===== src/rtl/vga_shift_pattern.sv =====
// Raster timing generator with a white square that moves one pixel per frame
// on a diagonal and bounces off the edges of the active area.
module vga_shift_pattern #(
  parameter int H_TOTAL  = 2199,
  parameter int H_SYNC   = 43,
  parameter int H_START  = 189,
  parameter int H_END    = 2109,
  parameter int V_TOTAL  = 1124,
  parameter int V_SYNC   = 4,
  parameter int V_START  = 40,
  parameter int V_END    = 1120,
  parameter int SQUARE_X = 500,
  parameter int SQUARE_Y = 500,
  parameter int SCREEN_X = H_END - H_START,
  parameter int SCREEN_Y = V_END - V_START
) (
  input  logic       vpg_pclk,
  input  logic       rst,
  output logic       vpg_de,
  output logic       vpg_hs,
  output logic       vpg_vs,
  output logic [7:0] rgb_r,
  output logic [7:0] rgb_g,
  output logic [7:0] rgb_b
);

  localparam logic [11:0] HT     = 12'(H_TOTAL);
  localparam logic [11:0] HS     = 12'(H_SYNC);
  localparam logic [11:0] HB     = 12'(H_START);
  localparam logic [11:0] HE     = 12'(H_END);
  localparam logic [11:0] VT     = 12'(V_TOTAL);
  localparam logic [11:0] VS     = 12'(V_SYNC);
  localparam logic [11:0] VB     = 12'(V_START);
  localparam logic [11:0] VE     = 12'(V_END);
  localparam logic [12:0] SQ_W   = 13'(SQUARE_X);
  localparam logic [12:0] SQ_H   = 13'(SQUARE_Y);
  localparam logic [11:0] X_MAX  = 12'(SCREEN_X - SQUARE_X);
  localparam logic [11:0] Y_MAX  = 12'(SCREEN_Y - SQUARE_Y);
  localparam logic [11:0] ONE    = 12'd1;

  logic [11:0] r_h_cnt, r_v_cnt;
  logic [11:0] r_sq_x, r_sq_y;
  logic        r_dir_x, r_dir_y;   // 1 = moving towards larger coordinate

  logic        w_hs, w_vs, w_de, w_in_sq, w_h_last, w_frame_end;
  logic [11:0] w_px, w_py;

  assign w_h_last    = (r_h_cnt == HT);
  assign w_frame_end = w_h_last && (r_v_cnt == VT);

  assign w_hs = (r_h_cnt <= HS);
  assign w_vs = (r_v_cnt <= VS);
  assign w_de = (r_h_cnt > HB) && (r_h_cnt <= HE) && (r_v_cnt > VB) && (r_v_cnt <= VE);

  // Coordinates wrap outside the active area; in_sq is gated by de so that is harmless.
  assign w_px = r_h_cnt - (HB + ONE);
  assign w_py = r_v_cnt - (VB + ONE);

  assign w_in_sq = w_de &&
                   (w_px >= r_sq_x) && ({1'b0, w_px} < ({1'b0, r_sq_x} + SQ_W)) &&
                   (w_py >= r_sq_y) && ({1'b0, w_py} < ({1'b0, r_sq_y} + SQ_H));

  always_ff @(posedge vpg_pclk or posedge rst) begin
    if (rst) begin
      r_h_cnt <= '0;
      r_v_cnt <= '0;
    end else if (w_h_last) begin
      r_h_cnt <= '0;
      r_v_cnt <= (r_v_cnt == VT) ? 12'd0 : r_v_cnt + ONE;
    end else begin
      r_h_cnt <= r_h_cnt + ONE;
    end
  end

  // Position only changes on the last clock of a frame, so a frame never tears.
  always_ff @(posedge vpg_pclk or posedge rst) begin
    if (rst) begin
      r_sq_x  <= '0;
      r_sq_y  <= '0;
      r_dir_x <= 1'b1;
      r_dir_y <= 1'b1;
    end else if (w_frame_end) begin
      if (r_dir_x) begin
        if (r_sq_x >= X_MAX - ONE) begin
          r_sq_x  <= X_MAX;
          r_dir_x <= 1'b0;
        end else begin
          r_sq_x <= r_sq_x + ONE;
        end
      end else begin
        if (r_sq_x <= ONE) begin
          r_sq_x  <= '0;
          r_dir_x <= 1'b1;
        end else begin
          r_sq_x <= r_sq_x - ONE;
        end
      end
      if (r_dir_y) begin
        if (r_sq_y >= Y_MAX - ONE) begin
          r_sq_y  <= Y_MAX;
          r_dir_y <= 1'b0;
        end else begin
          r_sq_y <= r_sq_y + ONE;
        end
      end else begin
        if (r_sq_y <= ONE) begin
          r_sq_y  <= '0;
          r_dir_y <= 1'b1;
        end else begin
          r_sq_y <= r_sq_y - ONE;
        end
      end
    end
  end

  always_ff @(posedge vpg_pclk or posedge rst) begin
    if (rst) begin
      vpg_de <= 1'b0;
      vpg_hs <= 1'b0;
      vpg_vs <= 1'b0;
      rgb_r  <= '0;
      rgb_g  <= '0;
      rgb_b  <= '0;
    end else begin
      vpg_de <= w_de;
      vpg_hs <= w_hs;
      vpg_vs <= w_vs;
      rgb_r  <= w_in_sq ? 8'hFF : 8'h00;
      rgb_g  <= w_in_sq ? 8'hFF : 8'h00;
      rgb_b  <= w_in_sq ? 8'hFF : 8'h00;
    end
  end

endmodule


===== config.mk =====
export PLATFORM = sky130hd
export DESIGN_NAME = vga_shift_pattern
export DESIGN_NICKNAME = d
export VERILOG_FILES = /design/src/rtl/vga_shift_pattern.sv
export SDC_FILE = /design/constraint.sdc
export NUM_CORES = 1
export LEC_CHECK = 0
export BUFFER_PORTS_ARGS = -buffer_cell sky130_fd_sc_hd__buf_4
export CELL_PAD_IN_SITES_DETAIL_PLACEMENT = 0
export CELL_PAD_IN_SITES_GLOBAL_PLACEMENT = 1
export CORE_AREA = 5 5 129 131
export CTS_BUF_LIST = sky130_fd_sc_hd__clkbuf_16
export DETAILED_ROUTE_END_ITERATION = 12
export DIE_AREA = 0 0 134 136
export GPL_TIMING_DRIVEN = 0
export PLACE_DENSITY_LB_ADDON = 0.08
export SYNTH_ARGS = -nofsm -noshare
export SYNTH_HDL_FRONTEND = slang
export SYNTH_SLANG_ARGS = --single-unit

===== constraint.sdc =====
create_clock -name vpg_pclk -period 3.42 [get_ports vpg_pclk]
set_clock_uncertainty 0.05 [all_clocks]
set_input_delay 0.513 -clock vpg_pclk [delete_from_list [all_inputs] [get_ports vpg_pclk]]
set_output_delay 0.513 -clock vpg_pclk [all_outputs]
set_load 0.005 [all_outputs]

Word-level counts from Yosys, hierarchy flattened. Cells that the tools add are included.

Register bits after elaboration: 61. Bits of input ports: 2. Output and inout bits: 27. Word-level logic and storage cells: 59.

Add/subtract/negate cells: 10. $lt $le $gt $ge: 14. Equal/unequal tests: 2. Multiplexer cells: 15. Reductions and logical operators: 8.

Operators with widths (count): 12-bit 2-to-1 mux (8); 12-bit by 1-bit adder with 12-bit output, second input constant (4); 12-bit by 9-bit adder with 13-bit output, second input constant (2); 12-bit by 13-bit < comparator with 1-bit output (2); 12-bit >= comparator (2); 12-bit by 1-bit less-or-equal comparator with 1-bit output, second input constant (2); 12-bit by 1-bit subtractor with 12-bit output, second input constant (2); 12-bit by 11-bit == test with 1-bit output, second input constant (1); 12-bit == test, second input constant (1); 12-bit by 10-bit >= comparator with 1-bit output, second input constant (1); 12-bit by 11-bit >= comparator with 1-bit output, second input constant (1); 12-bit by 6-bit greater-than comparator with 1-bit output, second input constant (1); 12-bit by 8-bit greater-than comparator with 1-bit output, second input constant (1); 12-bit by 11-bit less-or-equal comparator with 1-bit output, second input constant (1); 12-bit less-or-equal comparator, second input constant (1); 12-bit by 3-bit less-or-equal comparator with 1-bit output, second input constant (1); 12-bit by 6-bit less-or-equal comparator with 1-bit output, second input constant (1); 12-bit by 6-bit subtractor with 12-bit output, second input constant (1); 12-bit by 8-bit subtractor with 12-bit output, second input constant (1); 1-bit logical AND (8); 8-bit 2-to-1 mux (1); 1-bit 2-to-1 mux (6).

Longest topological paths before layout.
Depth after elaboration: 9. Gate-level depth with buffers: 13. Gate-level depth less buffers: 13.

Worst setup path before layout. Ideal clock, no wire load.

Kind: register to register. Start point: register r_v_cnt[0]. End point: register rgb_b[6]. Setup time: 0.105 ns. Data arrival time: 2.631 ns. Data required time: 3.265 ns. Path slack: 0.634 ns. Stages on the path, launching flop included: 13. Buffers on the path: 0. Clock period less this slack: 2.786 ns. Cells stage by stage: dfrtp_1 inv_1 ha_1 a21boi_0 o21ai_0 nand2_1 xnor2_1 ha_1 and4_1 a221o_1 a31oi_1 nor3_1 nor4b_1.

Cells in the longest elaborated chain, start to end: 8. Elaborated cells between the ends (all ways): 12. Those cells by class: add/sub (1); order compare (4); mux (1); reduce/logical (6).

Ends and longest elaborated chain: from (decl) (line 41) `logic [11:0] r_h_cnt, r_v_cnt;`; from (signal assigned) (line 69) `r_v_cnt <= (r_v_cnt == VT) ? 12'd0 : r_v_cnt + ONE;`; parallel branches: the longest is 6 deep, another holds 12-bit by 6-bit subtractor with 12-bit output; 1-bit logical AND * (line 61) `(w_py >= r_sq_y) && ({1'b0, w_py} < ({1'b0, r_sq_y} + SQ_H));`; named net w_in_sq (line 45) `logic w_hs, w_vs, w_de, w_in_sq, w_h_last, w_frame_end;`; 8-bit 2-to-1 mux * (line 130) `rgb_b <= w_in_sq ? 8'hFF : 8'h00;`; to (signal assigned) (line 130); to (decl) (line 24) `output logic [7:0] rgb_b`.

Mark *: on every way through the listed nets, which the timed path passes. A chain may end at the register's enable or synchronous reset.

Worst setup path after layout.
Start point: register r_sq_y[2]. End point: register rgb_b[6].

Cells in the longest elaborated chain, start to end: 4. Elaborated cells between the ends (all ways): 6. Those cells by class: add/sub (1); order compare (2); mux (1); reduce/logical (2).

Ends and longest elaborated chain: from (decl) (line 42) `logic [11:0] r_sq_x, r_sq_y;`; from (signal assigned) (line 103) `r_sq_y <= r_sq_y + ONE;`; from (signal assigned) (line 110) `r_sq_y <= r_sq_y - ONE;`; 12-bit by 9-bit adder with 13-bit output / 12-bit >= comparator (equally long branches) (line 61); 12-bit by 13-bit < comparator with 1-bit output / 1-bit logical AND (equally long branches) (line 61, 60); 1-bit logical AND * (line 61); named net w_in_sq (line 45); 8-bit 2-to-1 mux * (line 130).

The timed path passes the listed nets; every way through them passes the cells marked *.

==> metrics.md <==
| Metric | Value |
|---|---|
| Status | finished clean |
| Post-Synth Simple-Gate Area | 21.2% |
| Port Buf Inserts | 28 |
| Sw Share | a little under a quarter |
| Post-CTS setup buffers | 0 |
| Die area | 18,200 µm² |
| CTS clock-pin slew for the worst setup and hold paths | 80 ps |
| Iter 0 DRT Violations | 302 |
| Most used routing layer | met2 |
| Area growth syn-to-layout | 11.6% |
| Slew Viols, Final | 0 |
| Max-slew headroom | 39.3% |
| Fin crit share | 92.0% |
| Critical path class | reg2reg |
| Fin. Hold Viols | 0 |
| Starting density of the core | 34.1% |
| Clock Latency Late Sink | 310 ps |
| Lkg Pwr | ~2.7 nW |
| CP max FO | 8 |
| WL final | 14.7 mm |
| Boundary Pins | 29 |
| Unique cell type count in the Yosys netlist | 68 |
| Setup crit end kind | flip-flop |
| GR Util met2 | 27.2% |
| Ys async rst share | 100% |
| GRT met3 Usage | 2.26% |
| Syn Area/Cell | 8.12 µm² |
| Clock root cell | clkbuf_16 |
| CP required | roughly 3600 ps |
| R2R cell count | 10 |
| GP Congestion | 0.815 |
| Power share of the clock group | 45.1% |
| Overflow after GRT | 0 |
| Pin count of the biggest net entering global routing | 35 |
| Syn. warnings | 0 |
| Synth Area in Adders | 14.9% |
| H-tree lvl count | 2 |
| Arrival time worst endpoint | 3290 ps |
| Worst setup SP type | flip-flop |
| Reg power frac | 53.5% |
| Flop and latch count out of synthesis | 54 |
| CTS Buf Count | 5 |
| Worst-margin pin slew | 910 ps |
| GR Layer Usage met1 | between 20% and 30% |
| Post_cts resized | 0 |
| Setup violators final | 0 |
| PD cells | 203 nW/µm² |
| XOR/XNOR Fraction of Synth Area | 8.47% |
| Mux cell area share after synthesis | 0.190% |
| Die Width | 134 µm |
| Final worst slack | 274 ps |
| Synth Net Count | 715 |
| Total chip power | 1.19 mW |
| R2r startpoint | r_sq_y[2] |
| Dpl ws | 204 ps |
| Clock sink count | 54 |
| Top_reg_cell synth | dfrtp_1 |
| Share of cells above drive strength 1 | 12.8% |
| ANT nets after route | 0 |
| Die H | 136 µm |
| Peak Freq | ~0.32 GHz |
| Power share of the combinational group | 1.4% |
| Worst vdd ir | 168 µV |
| Psw | approximately 0.28 mW |
| Synth Instances | 650 |
| TritonCTS clock tree | done |
| First-pass DRT Iterations | 4 |
| Time the worst path needs with I/O delays and setup | 3150 ps |
| Hpwl dp | 11.2 mm |
| Post-synthesis compound-gate area fraction | about a fifth |
| RSZ-0062 raised after global routing | false |
| Mapped Area | 5280 µm² |
| Detailed-route wire length per cell | 16.8 µm |
| Post-synth EDFFs | 0 |
| Worst Hold Class | in2async |
| Reg2Reg Setup Slack | 270 ps |
| Internal power | 0.912 mW |
| Row count | 46 |
| Max Cap Violations | 0 |
| Post-synthesis sequential area ratio | 25.7% |
| Antenna diodes | 0 |
| R2R Path End | rgb_b[6] |
| Gr usage total | about 17% |
| Nets | about 750 |
| Via count of the first global-routing pass | 4,665 |
| Via count | 4,785 |
| Cts-stage hold buffer count | 0 |
| # DRC | 0 |
| Vias/cell | 5.44 |
| Initial antenna violation count | 0 |
| Largest family of logic cells by synthesized area | simple AND/OR/NAND/NOR gates |
| Global-route wire length before repair | roughly 24 mm |
| Setup TNS | 0 ps |
| Core ar. | about 15,000 µm² |
| Maximum clock path buffer count | 2 |
-- metal layers --
layer,vias up,wire length [µm],share of wire [%]
met3,25,432,2.9
met5,-,0,0
met2,104,6990,47
met4,0,318,2.2
met1,2287,6990,47
li1,2369,-,-
-- layout by cell type (no fill, tap or decap), types with 4 or more instances in the layout --
cell / Yosys / final
nor3_1: 22 / 22
nand4_1: 12 / 12
nor4_1: 5 / 5
nand2b_1: 9 / 9
o31ai_1: 7 / 7
a21oi_1: 49 / 49
nor2b_1: 4 / 4
nand3_1: 23 / 23
clkbuf_1: 24 / 24
buf_2: 7 / 7
xor2_1: 15 / 15
o21ai_0: 41 / 40
nor2_1: 48 / 48
nand2_1: 54 / 54
ha_1: 63 / 63
inv_1: 40 / 40
o21ai_1: 7 / 8
and3_1: 7 / 7
o22ai_1: 8 / 8
buf_6: 4 / 4
buf_4: 24 / 52
dfrtp_1: 52 / 52
xnor2_1: 36 / 36
a21o_1: 10 / 10
clkbuf_16: 0 / 5
or3_1: 4 / 4
-- worst max-delay path, cell delays in order (launching register included) --
cell and delay, ps:
dfrtp_1 480, ha_1 330, nor3_1 490, a21oi_1 140
a21oi_1 160, ha_1 260, and4_1 190, a221o_1 340
a31oi_1 190, nor3_1 70, nor4b_1 330
-- cells by family after synthesis --
family,Yosys count
AOI/OAI and AO/OA,166
xor gates and xnor gates,51
adders and majority gates,63
buffers and inverters,100
DFF,54
muxes,1
and+or+nand+nor,215
-- Yosys cell counts, drive strengths merged (4+ instances only) --
| cell | instances | area [µm²] |
|---|---|---|
| nor4 | 6 | 52.6 |
| nand4 | 12 | 75.1 |
| a21o | 10 | 75.1 |
| nor2b | 4 | 25.0 |
| nor2 | 49 | 186 |
| nand2b | 9 | 56.3 |
| ha | 63 | 788 |
| clkbuf | 24 | 90.1 |
| o21ai | 48 | 240 |
| dfrtp | 52 | 1300 |
| a21oi | 51 | 263 |
| o22ai | 8 | 50.1 |
| nand3 | 23 | 115 |
| and3 | 7 | 43.8 |
| nor3 | 26 | 163 |
| nand2 | 55 | 214 |
| or3 | 4 | 25.0 |
| buf | 36 | 275 |
| inv | 40 | 150 |
| xor2 | 15 | 131 |
| xnor2 | 36 | 315 |
| o31ai | 7 | 52.6 |
-- power by group through the flow --
| stage | logic (mW) | clock network, mW | registers (mW) |
|---|---|---|---|
| floorplan | 0.00931 | 0 | 0.651 |
| detailed placement | 0.0190 | 0 | 0.651 |
| global route | 0.0211 | 0.595 | 0.638 |
| finish | 0.0171 | 0.538 | 0.638 |
| CTS | 0.0191 | 0.564 | 0.638 |
| global placement | 0.0154 | 0 | 0.651 |
-- metrics by stage --
stage | cell area [µm²] | utilization (%) | std cells | hold WS [ps]
2_1_floorplan | 5280 | - | 650 | 433
3_3_place_gp | 5730 | 37.0 | 870 | 476
3_5_place_dp | 5750 | 37.1 | 871 | 473
4_1_cts | 5890 | 38.0 | 879 | 186
5_1_grt | 5890 | 38.0 | 879 | 214
6_report | 5890 | 38.0 | 879 | 172
-- registers in the layout, summed over array words and instances, names as in the netlist --
| signal | cells |
|---|---|
| r_dir_y | 1 |
| vpg_de | 1 |
| rgb_b | 1 |
| vpg_vs | 1 |
| r_sq_y | 12 |
| r_dir_x | 1 |
| r_sq_x | 12 |
| r_v_cnt | 12 |
| vpg_hs | 1 |
| r_h_cnt | 12 |
-- cell type report --
type / instances / area [µm²]
Multi-Input combinational cell: 496 / 3410
Clock buffer: 5 / 125
Clock inverter: 3 / 17.5
Timing Repair Buffer: 29 / 230
Fill cell: 1618 / 9590
Buffer: 60 / 365
Tap cell: 192 / 240
Sequential cell: 54 / 1350
Inverter: 40 / 150
-- worst max-delay path by stage --
stage / startpoint / end / cells after the start
4_1_cts: r_v_cnt[0] / rgb_b[6] / 12
3_3_place_gp: r_v_cnt[0] / rgb_b[6] / 12
6_report: r_sq_y[2] / rgb_b[6] / 10
2_1_floorplan: r_v_cnt[0] / rgb_b[6] / 12
5_1_grt: r_sq_y[2] / rgb_b[6] / 10
3_5_place_dp: r_v_cnt[0] / rgb_b[6] / 12
No activity file was read; power rests on OpenSTA's default activity.
